==> src/rtl/sprite_pixel_fetch_if.sv <==
// Bundle of the pixel, ROM and sequencer signals of the sprite fetch engine.
// The slave modport is the engine's view; the master modport is its environment.
interface sprite_pixel_fetch_if #(
  parameter int unsigned ADDR_W = 10,
  parameter int unsigned IDX_W  = 4
);
  // Frame and pixel stream
  logic              frame_tick;
  logic              pix_valid;
  logic [9:0]        draw_x;
  logic [9:0]        draw_y;
  logic [9:0]        sprite_x;
  logic [9:0]        sprite_y;
  logic [1:0]        dir;
  logic              moving;
  logic              attack;

  // Sprite ROM
  logic [ADDR_W-1:0] rom_addr;
  logic [IDX_W-1:0]  rom_q;

  // Sequencer state seen by the ROM mux
  logic [1:0]        dir_q;
  logic              walk_phase;
  logic              attacking;
  logic [1:0]        atk_phase;

  // Aligned pixel result
  logic              pix_out_valid;
  logic [IDX_W-1:0]  pix_idx;
  logic              pix_opaque;

  modport slave (
    input  frame_tick, pix_valid, draw_x, draw_y, sprite_x, sprite_y, dir, moving, attack,
    input  rom_q,
    output rom_addr, dir_q, walk_phase, attacking, atk_phase,
    output pix_out_valid, pix_idx, pix_opaque
  );

  modport master (
    output frame_tick, pix_valid, draw_x, draw_y, sprite_x, sprite_y, dir, moving, attack,
    output rom_q,
    input  rom_addr, dir_q, walk_phase, attacking, atk_phase,
    input  pix_out_valid, pix_idx, pix_opaque
  );
endinterface

==> src/rtl/sprite_pixel_fetch.sv <==
// Per-pixel sprite fetch engine: coordinate-to-ROM-address conversion with a
// 3-cycle aligned pixel pipeline, plus the walk and attack frame sequencers.
module sprite_pixel_fetch #(
  parameter int unsigned SPRITE_W        = 32,
  parameter int unsigned SPRITE_H        = 32,
  parameter int unsigned ADDR_W          = 10,
  parameter int unsigned IDX_W           = 4,
  parameter int unsigned TRANSPARENT_IDX = 0,
  parameter int unsigned WALK_DIV        = 8,
  parameter int unsigned ATK_DIV         = 4
) (
  input  logic                 clk_i,
  input  logic                 rst_ni,
  sprite_pixel_fetch_if.slave  bus_io
);

  localparam int unsigned XW        = $clog2(SPRITE_W);
  localparam int unsigned YW        = $clog2(SPRITE_H);
  localparam int unsigned WalkCntW  = (WALK_DIV > 1) ? $clog2(WALK_DIV) : 1;
  localparam int unsigned AtkCntW   = (ATK_DIV > 1) ? $clog2(ATK_DIV) : 1;

  localparam logic [9:0]          SpriteWL = 10'(SPRITE_W);
  localparam logic [9:0]          SpriteHL = 10'(SPRITE_H);
  localparam logic [WalkCntW-1:0] WalkMax  = WalkCntW'(WALK_DIV - 1);
  localparam logic [AtkCntW-1:0]  AtkMax   = AtkCntW'(ATK_DIV - 1);
  localparam logic [IDX_W-1:0]    TranspL  = IDX_W'(TRANSPARENT_IDX);

  typedef enum logic [1:0] {
    StIdle,
    StAttack,
    StRecover
  } state_e;

  // Sequencer state
  state_e              state_q, state_d;
  logic [9:0]          sx_q, sx_d;
  logic [9:0]          sy_q, sy_d;
  logic [1:0]          dir_q, dir_d;
  logic [WalkCntW-1:0] walk_cnt_q, walk_cnt_d;
  logic                walk_phase_q, walk_phase_d;
  logic [AtkCntW-1:0]  atk_cnt_q, atk_cnt_d;
  logic [1:0]          atk_phase_q, atk_phase_d;

  // Pixel pipeline state
  logic [ADDR_W-1:0]   rom_addr_q, rom_addr_d;
  logic                v1_q, v2_q, b1_q, b2_q;
  logic                pix_out_valid_q;
  logic                pix_opaque_q, pix_opaque_d;
  logic [IDX_W-1:0]    pix_idx_q, pix_idx_d;

  logic [9:0]          dx, dy;
  logic                in_box;

  // Box test against the latched position; negative offsets wrap and fail.
  always_comb begin
    dx         = bus_io.draw_x - sx_q;
    dy         = bus_io.draw_y - sy_q;
    in_box     = bus_io.pix_valid & (dx < SpriteWL) & (dy < SpriteHL);
    rom_addr_d = '0;
    if (in_box) begin
      rom_addr_d = ADDR_W'({dy[YW-1:0], dx[XW-1:0]});
    end
  end

  // Output stage: rom_q lines up with the box flag delayed by two cycles.
  always_comb begin
    pix_opaque_d = b2_q & (bus_io.rom_q != TranspL);
    pix_idx_d    = pix_opaque_d ? bus_io.rom_q : '0;
  end

  // Pixel pipeline registers: address, two alignment stages, output.
  always_ff @(posedge clk_i or negedge rst_ni) begin
    if (!rst_ni) begin
      rom_addr_q      <= '0;
      v1_q            <= 1'b0;
      v2_q            <= 1'b0;
      b1_q            <= 1'b0;
      b2_q            <= 1'b0;
      pix_out_valid_q <= 1'b0;
      pix_opaque_q    <= 1'b0;
      pix_idx_q       <= '0;
    end else begin
      rom_addr_q      <= rom_addr_d;
      v1_q            <= bus_io.pix_valid;
      b1_q            <= in_box;
      v2_q            <= v1_q;
      b2_q            <= b1_q;
      pix_out_valid_q <= v2_q;
      pix_opaque_q    <= pix_opaque_d;
      pix_idx_q       <= pix_idx_d;
    end
  end

  // Frame latch, walk counter and attack FSM; everything moves only on frame_tick.
  always_comb begin
    state_d      = state_q;
    sx_d         = sx_q;
    sy_d         = sy_q;
    dir_d        = dir_q;
    walk_cnt_d   = walk_cnt_q;
    walk_phase_d = walk_phase_q;
    atk_cnt_d    = atk_cnt_q;
    atk_phase_d  = atk_phase_q;

    if (bus_io.frame_tick) begin
      sx_d = bus_io.sprite_x;
      sy_d = bus_io.sprite_y;
      unique case (state_q)
        StIdle: begin
          dir_d = bus_io.dir;
          if (bus_io.attack) begin
            // Attack takes priority over walking; walk state is left frozen.
            state_d     = StAttack;
            atk_cnt_d   = '0;
            atk_phase_d = 2'd0;
          end else if (bus_io.moving) begin
            if (walk_cnt_q == WalkMax) begin
              walk_cnt_d   = '0;
              walk_phase_d = ~walk_phase_q;
            end else begin
              walk_cnt_d = walk_cnt_q + 1'b1;
            end
          end else begin
            walk_cnt_d   = '0;
            walk_phase_d = 1'b0;
          end
        end
        StAttack: begin
          if (atk_cnt_q == AtkMax) begin
            atk_cnt_d = '0;
            if (atk_phase_q == 2'd3) begin
              state_d     = StRecover;
              atk_phase_d = 2'd0;
            end else begin
              atk_phase_d = atk_phase_q + 2'd1;
            end
          end else begin
            atk_cnt_d = atk_cnt_q + 1'b1;
          end
        end
        StRecover: begin
          state_d = StIdle;
        end
        default: begin
          state_d = StIdle;
        end
      endcase
    end
  end

  // Sequencer registers.
  always_ff @(posedge clk_i or negedge rst_ni) begin
    if (!rst_ni) begin
      state_q      <= StIdle;
      sx_q         <= '0;
      sy_q         <= '0;
      dir_q        <= 2'd1;
      walk_cnt_q   <= '0;
      walk_phase_q <= 1'b0;
      atk_cnt_q    <= '0;
      atk_phase_q  <= 2'd0;
    end else begin
      state_q      <= state_d;
      sx_q         <= sx_d;
      sy_q         <= sy_d;
      dir_q        <= dir_d;
      walk_cnt_q   <= walk_cnt_d;
      walk_phase_q <= walk_phase_d;
      atk_cnt_q    <= atk_cnt_d;
      atk_phase_q  <= atk_phase_d;
    end
  end

  assign bus_io.rom_addr      = rom_addr_q;
  assign bus_io.dir_q         = dir_q;
  assign bus_io.walk_phase    = walk_phase_q;
  assign bus_io.attacking     = (state_q == StAttack);
  assign bus_io.atk_phase     = atk_phase_q;
  assign bus_io.pix_out_valid = pix_out_valid_q;
  assign bus_io.pix_idx       = pix_idx_q;
  assign bus_io.pix_opaque    = pix_opaque_q;

endmodule

==> src/flat_wrapper.sv <==
// flat-port wrapper written by rule: the top's interface ports become plain ports
module sprite_pixel_fetch_flat 
#(
  parameter int unsigned SPRITE_W        = 32,
  parameter int unsigned SPRITE_H        = 32,
  parameter int unsigned ADDR_W          = 10,
  parameter int unsigned IDX_W           = 4,
  parameter int unsigned TRANSPARENT_IDX = 0,
  parameter int unsigned WALK_DIV        = 8,
  parameter int unsigned ATK_DIV         = 4
)
  (clk_i, rst_ni, bus_io_frame_tick, bus_io_pix_valid, bus_io_draw_x, bus_io_draw_y, bus_io_sprite_x, bus_io_sprite_y, bus_io_dir, bus_io_moving, bus_io_attack, bus_io_rom_q, bus_io_rom_addr, bus_io_dir_q, bus_io_walk_phase, bus_io_attacking, bus_io_atk_phase, bus_io_pix_out_valid, bus_io_pix_idx, bus_io_pix_opaque);
  sprite_pixel_fetch_if #(.ADDR_W(ADDR_W), .IDX_W(IDX_W)) bus_io_i ();
  input  logic clk_i;
  input  logic rst_ni;
  input wire logic [$bits(bus_io_i.frame_tick)-1:0] bus_io_frame_tick;
  input wire logic [$bits(bus_io_i.pix_valid)-1:0] bus_io_pix_valid;
  input wire logic [$bits(bus_io_i.draw_x)-1:0] bus_io_draw_x;
  input wire logic [$bits(bus_io_i.draw_y)-1:0] bus_io_draw_y;
  input wire logic [$bits(bus_io_i.sprite_x)-1:0] bus_io_sprite_x;
  input wire logic [$bits(bus_io_i.sprite_y)-1:0] bus_io_sprite_y;
  input wire logic [$bits(bus_io_i.dir)-1:0] bus_io_dir;
  input wire logic [$bits(bus_io_i.moving)-1:0] bus_io_moving;
  input wire logic [$bits(bus_io_i.attack)-1:0] bus_io_attack;
  input wire logic [$bits(bus_io_i.rom_q)-1:0] bus_io_rom_q;
  output wire logic [$bits(bus_io_i.rom_addr)-1:0] bus_io_rom_addr;
  output wire logic [$bits(bus_io_i.dir_q)-1:0] bus_io_dir_q;
  output wire logic [$bits(bus_io_i.walk_phase)-1:0] bus_io_walk_phase;
  output wire logic [$bits(bus_io_i.attacking)-1:0] bus_io_attacking;
  output wire logic [$bits(bus_io_i.atk_phase)-1:0] bus_io_atk_phase;
  output wire logic [$bits(bus_io_i.pix_out_valid)-1:0] bus_io_pix_out_valid;
  output wire logic [$bits(bus_io_i.pix_idx)-1:0] bus_io_pix_idx;
  output wire logic [$bits(bus_io_i.pix_opaque)-1:0] bus_io_pix_opaque;
  assign bus_io_i.frame_tick = bus_io_frame_tick;
  assign bus_io_i.pix_valid = bus_io_pix_valid;
  assign bus_io_i.draw_x = bus_io_draw_x;
  assign bus_io_i.draw_y = bus_io_draw_y;
  assign bus_io_i.sprite_x = bus_io_sprite_x;
  assign bus_io_i.sprite_y = bus_io_sprite_y;
  assign bus_io_i.dir = bus_io_dir;
  assign bus_io_i.moving = bus_io_moving;
  assign bus_io_i.attack = bus_io_attack;
  assign bus_io_i.rom_q = bus_io_rom_q;
  assign bus_io_rom_addr = bus_io_i.rom_addr;
  assign bus_io_dir_q = bus_io_i.dir_q;
  assign bus_io_walk_phase = bus_io_i.walk_phase;
  assign bus_io_attacking = bus_io_i.attacking;
  assign bus_io_atk_phase = bus_io_i.atk_phase;
  assign bus_io_pix_out_valid = bus_io_i.pix_out_valid;
  assign bus_io_pix_idx = bus_io_i.pix_idx;
  assign bus_io_pix_opaque = bus_io_i.pix_opaque;
  sprite_pixel_fetch #(.SPRITE_W(SPRITE_W), .SPRITE_H(SPRITE_H), .ADDR_W(ADDR_W), .IDX_W(IDX_W), .TRANSPARENT_IDX(TRANSPARENT_IDX), .WALK_DIV(WALK_DIV), .ATK_DIV(ATK_DIV)) u_core (.clk_i(clk_i), .rst_ni(rst_ni), .bus_io(bus_io_i));
endmodule
==> config.mk <==
export PLATFORM = sky130hd
export DESIGN_NAME = sprite_pixel_fetch_flat
export DESIGN_NICKNAME = d
export VERILOG_FILES = /design/src/rtl/sprite_pixel_fetch_if.sv /design/src/rtl/sprite_pixel_fetch.sv /design/src/flat_wrapper.sv
export SDC_FILE = /design/constraint.sdc
export NUM_CORES = 1
export LEC_CHECK = 0
export BUFFER_PORTS_ARGS = -buffer_cell sky130_fd_sc_hd__buf_2
export CORE_MARGIN = 4
export CORE_UTILIZATION = 45
export DETAILED_ROUTE_END_ITERATION = 8
export PLACE_DENSITY = 0.8
export SETUP_SLACK_MARGIN = 0.02
export SLEW_MARGIN = 20
export SYNTH_ARGS = -nofsm -noshare
export SYNTH_HDL_FRONTEND = slang
export SYNTH_SLANG_ARGS = --single-unit
==> constraint.sdc <==
create_clock -name clk_i -period 3.6 [get_ports clk_i]
set_input_delay 0.18 -clock clk_i [delete_from_list [all_inputs] [get_ports clk_i]]
set_output_delay 0.18 -clock clk_i [all_outputs]
set_load 0.02 [all_outputs]
==> results by stage <==
Drt:
- In the routed design, unresolved DRC markers number 0.
- After the first detailed-routing iteration, the DRC count stood at 81.
- The detail-routed via count per cell is 5.310.
- The detailed-router iteration count before antenna repair is 6.
- The detail-routed net length per standard cell is 13.48 µm.
- The number of vias in the routed layout is 2379.
- The sum of routed wire length over all layers is 6.037 mm.
- The count of nets left with antenna violations after detail routing is 0.

Floorplan:
- The die footprint is 7879 µm².
- Once the floorplan was initialized, standard cells occupied 46.23% of the core.
- The floorplan die height is 88.77 µm.
- The die is 88.77 µm wide.
- In this run the count of I/O pins placed on the die edge is 74.
- The total number of placement rows is 29.
- In this run the standard cell core region covers 6350 µm².

Worst setup path:
- The data required time at the worst endpoint is 3.80 ns.
- The startpoint type of the worst setup path is a flop.
- The critical path data arrival time is 3.01 ns.
- The setup check on the worst reg-to-reg path leaves a slack of 0.79 ns.
- The critical path endpoint category is a flop.
- The critical path goes through ha_1 > fa_1 > nor2b_1 > o211ai_1 > and4_1 > nor3_1 > nand4_1 > nor4_1.
- The largest individual stage delay along the critical path comes from the cell sky130_fd_sc_hd__nand4_1.
- The largest stage delay on the critical path is 0.53 ns.
- The count of buffer and inverter cells on the critical path is 0.
- The family with the most delay on the worst path is simple AND/OR/NAND/NOR gates.
- The type of the worst setup path is flop to flop.
- The maximum fanout encountered on the critical timing path is 11.
- The first element of the critical path is u_core.sy_q[0]$_DFFE_PN0P_.
- The beginning of the worst register-to-register path is u_core.sy_q[0]$_DFFE_PN0P_.

Clock network:
- Buffers inserted during clock tree synthesis total 5.
- CTS placed an instance of sky130_fd_sc_hd__clkbuf_8 at the clock tree root.
- The clock-pin slew on the worst setup and hold paths is 0.09 ns.
- The number of H-tree levels is 2.
- The TritonCTS clock tree is done.
- The count of clock tree sinks is 52.
- The buffer depth of the longest clock path is 2.
- The clock latency at the later pin of the worst-skew pair is 0.30 ns.
- The total of cells resized after clock tree synthesis is 0.

Cells and area:
- The finished cells cover 3476 µm².
- Summing all flip-flop and latch instances after layout gives 1303 µm².
- In the layout the commonest cells are sky130_fd_sc_hd__buf_2 (73), sky130_fd_sc_hd__dfrtp_1 (51), sky130_fd_sc_hd__nand2_1 (42), sky130_fd_sc_hd__o21ai_0 (29), sky130_fd_sc_hd__inv_1 (27).
- In the final layout, the share of cells above drive strength 1 is 28.57%.
- The leading cell type in the layout, fill and taps excluded is sky130_fd_sc_hd__buf_2.
- The count of filler cells inserted in the layout is 599.
- The post-synthesis to final-layout area growth is 18.41%.
- The post-layout net count is 446.
- The multi-input combinational cells in the finished layout cover a total of 1490 µm².
- The antenna diode instance count is 0.

Logic synthesis:
- The share of async-settable or async-resettable flops after synthesis is 100.0%.
- Sequential elements use 44.37% of the synthesized area.
- The cell count after synthesis came out at 295.
- The distinct cell type count after synthesis is 50.
- The mean area per synthesized cell is 9.950 µm².
- The number of nets handed over by synthesis was 371.
- Summing every instance area after synthesis gives 2935 µm².
- The number of synthesized register bits is 52.
- The most common flop cell mapped by yosys is sky130_fd_sc_hd__dfrtp_1.
- The number of enable-type register cells in the synthesized netlist is 0.
- During synthesis, Yosys emitted a total of 0 warnings.

Timing:
- The clock skew after layout is 0.005218 ns.
- The max-slew violation count was 0.
- Setup repair after global routing left no endpoint under its margin.
- The transition time at the pin with the least slew margin is 0.6632 ns.
- The number of endpoints failing setup at the final stage is 0.
- The post-route worst setup slack is 0.7935 ns.
- Measured against its own limit, the worst slew margin works out to 55.79%.
- The worst path uses 77.96% of the clock period.
- The tightest hold path in the finished design has a slack of -0.01552 ns.
- The worst path needs 2.807 ns of the cycle, external delays included.
- The final total negative setup slack is 0 ns.
- The total count of hold-check failures in the final report is 41.
- Timing would allow up to 356.3 MHz.

GRT:
- The initial antenna violation count is 0.
- The maximum number of pins on one net before global-route repair is 53.
- The global-route wire length before repair is 10.09 mm.
- The via count of the first global-routing pass is 2345.
- For this run the aggregate overflow at the end of global routing stands at 0.
- The routing layer with the top usage in global route is met2.
- The met1 usage is 20.25%.
- For this run, global-route usage on met3 was measured as 3.818%.
- Across every metal layer, demand over resource in global routing totals 15.94%.
- The met2 routing resource usage after global routing is 27.60%.

Power and ir drop:
- For this design the static power due to leakage is 0.001722 µW.
- The largest voltage drop on the vdd net is 309.9 µV.
- For this design the ratio of total power to cell area is 463.9 nW/µm².

Placement:
- The count of buffers from port buffering is 73.
- Timing analysis after detailed placement gives a worst setup slack of 0.8302 ns.
- The placed wire-length estimate is 4.534 mm.
- After detailed placement, the total cell area comes to 3378 µm².
- The congestion estimate from routability-driven global placement came to 0.8296.

Status:
- The checks that failed: negative hold slack.
- The run finished, with violations left.

Hold path:
- The worst min-delay path class is primary input to asynchronous set/reset pin.

Flow run:
- The max capacitance violation total is 0.
## path summary, 6_finish.rpt
kind | to | cells past startpoint
worst max-delay path | u_core.bus_io.rom_addr[9]$_DFF_PN0_ | 8
worst min-delay path | u_core.sy_q[0]$_DFFE_PN0P_ | 2
worst max register to register | u_core.bus_io.rom_addr[9]$_DFF_PN0_ | 8
worst min register to register | u_core.bus_io.pix_out_valid$_DFF_PN0_ | 0
max in group asynchronous | u_core.bus_io.pix_idx[1]$_DFF_PN0_ | 2
min in group clk_i | u_core.sy_q[7]$_DFFE_PN0P_ | 3
## repair_timing
| item | 4_1_cts | 5_1_grt |
|---|---|---|
| hold endpoints to repair | 1 | 0 |
| buffers inserted | 0 | 0 |
| hold buffers | 1 | 0 |
## sequential cells by signal, indices dropped and copies added (netlist names), 2 cells and up
signal and cells:
u_core.bus_io.rom_addr 10, u_core.sx_q 10, u_core.sy_q 10, u_core.bus_io.pix_idx 4, u_core.walk_cnt_q 3, u_core.atk_cnt_q 2, u_core.bus_io.atk_phase 2, u_core.bus_io.dir_q 2
u_core.state_q 2
## cell usage after synthesis, types with 2 or more instances
library cell	instances	area, µm²
sky130_fd_sc_hd__or3_1	4	25.02
sky130_fd_sc_hd__nand4_1	3	18.77
sky130_fd_sc_hd__xnor2_1	7	61.31
sky130_fd_sc_hd__nor3_1	6	30.03
sky130_fd_sc_hd__o211ai_1	3	22.52
sky130_fd_sc_hd__and2_1	4	25.02
sky130_fd_sc_hd__mux2_2	8	90.09
sky130_fd_sc_hd__or2_2	2	12.51
sky130_fd_sc_hd__nor2_1	7	26.28
sky130_fd_sc_hd__nor2b_1	8	50.05
sky130_fd_sc_hd__nand2_1	42	157.7
sky130_fd_sc_hd__nand3_1	5	25.02
sky130_fd_sc_hd__clkbuf_1	7	26.28
sky130_fd_sc_hd__nor4_2	5	62.56
sky130_fd_sc_hd__dfrtp_1	51	1276
sky130_fd_sc_hd__ha_1	22	275.3
sky130_fd_sc_hd__a31oi_1	2	12.51
sky130_fd_sc_hd__a22o_1	4	35.03
sky130_fd_sc_hd__nand2b_1	3	18.77
sky130_fd_sc_hd__fa_1	2	40.04
sky130_fd_sc_hd__o21ai_0	29	145.1
sky130_fd_sc_hd__mux2i_1	2	20.02
sky130_fd_sc_hd__inv_1	27	101.4
sky130_fd_sc_hd__o22ai_1	2	12.51
sky130_fd_sc_hd__o21a_1	4	30.03
sky130_fd_sc_hd__a21o_1	2	15.01
sky130_fd_sc_hd__a21oi_1	11	55.05
## kinds of logic (layout without fill, tap and decap cells)
logic type | count (synthesis) | count (layout) | synth area share (%)
AOI/OAI and AO/OA | 67 | 67 | 14.96
xor gates and xnor gates | 9 | 9 | 2.941
adders and majority gates | 24 | 24 | 10.74
buffers and inverters | 36 | 112 | 4.859
DFF | 52 | 52 | 44.37
muxes | 10 | 10 | 3.751
and+or+nand+nor | 97 | 97 | 18.37
## layer usage
layer	vias to the layer above	part of all wire (%)
met5	-	0
met4	0	0.76
met3	5	7.5
met2	66	48
met1	1133	44
li1	1175	-
## power by group
part | internal, µW | leakage (µW) | total [µW] | switching (µW)
Clock | 136 | 0.0000479 | 335 | 198
Sequential | 663 | 0.000656 | 719 | 56.8
Combinational | 243 | 0.00102 | 559 | 315
Total | 1040 | 0.00172 | 1610 | 570
## area by class of cell
cell class / count / area share, %
timing repair buffer: 77 / 11.45
sequential: 52 / 37.47
clock inverter: 3 / 0.5400
tap: 77 / 2.772
multi-input combinational: 207 / 42.87
clock buffer: 5 / 1.980
inverter: 27 / 2.916
## worst reg2reg max path, delay by kind of cell, from the launching register on
family	cells	cell delay, ns
and+or+nand+nor	5	1.54
adders and majority gates	2	0.64
DFF	1	0.39
AOI/OAI and AO/OA	1	0.14
## through the flow
step                      cells  util (%)  total power, µW
after floorplan             295         -             1134
after global placement      439     53.20             1265
after detailed placement    439     53.20             1291
after CTS                   448     54.74             1630
after global routing        448     54.74             1735
final                       448     54.74             1613
Power figures use the tool's default switching activity.
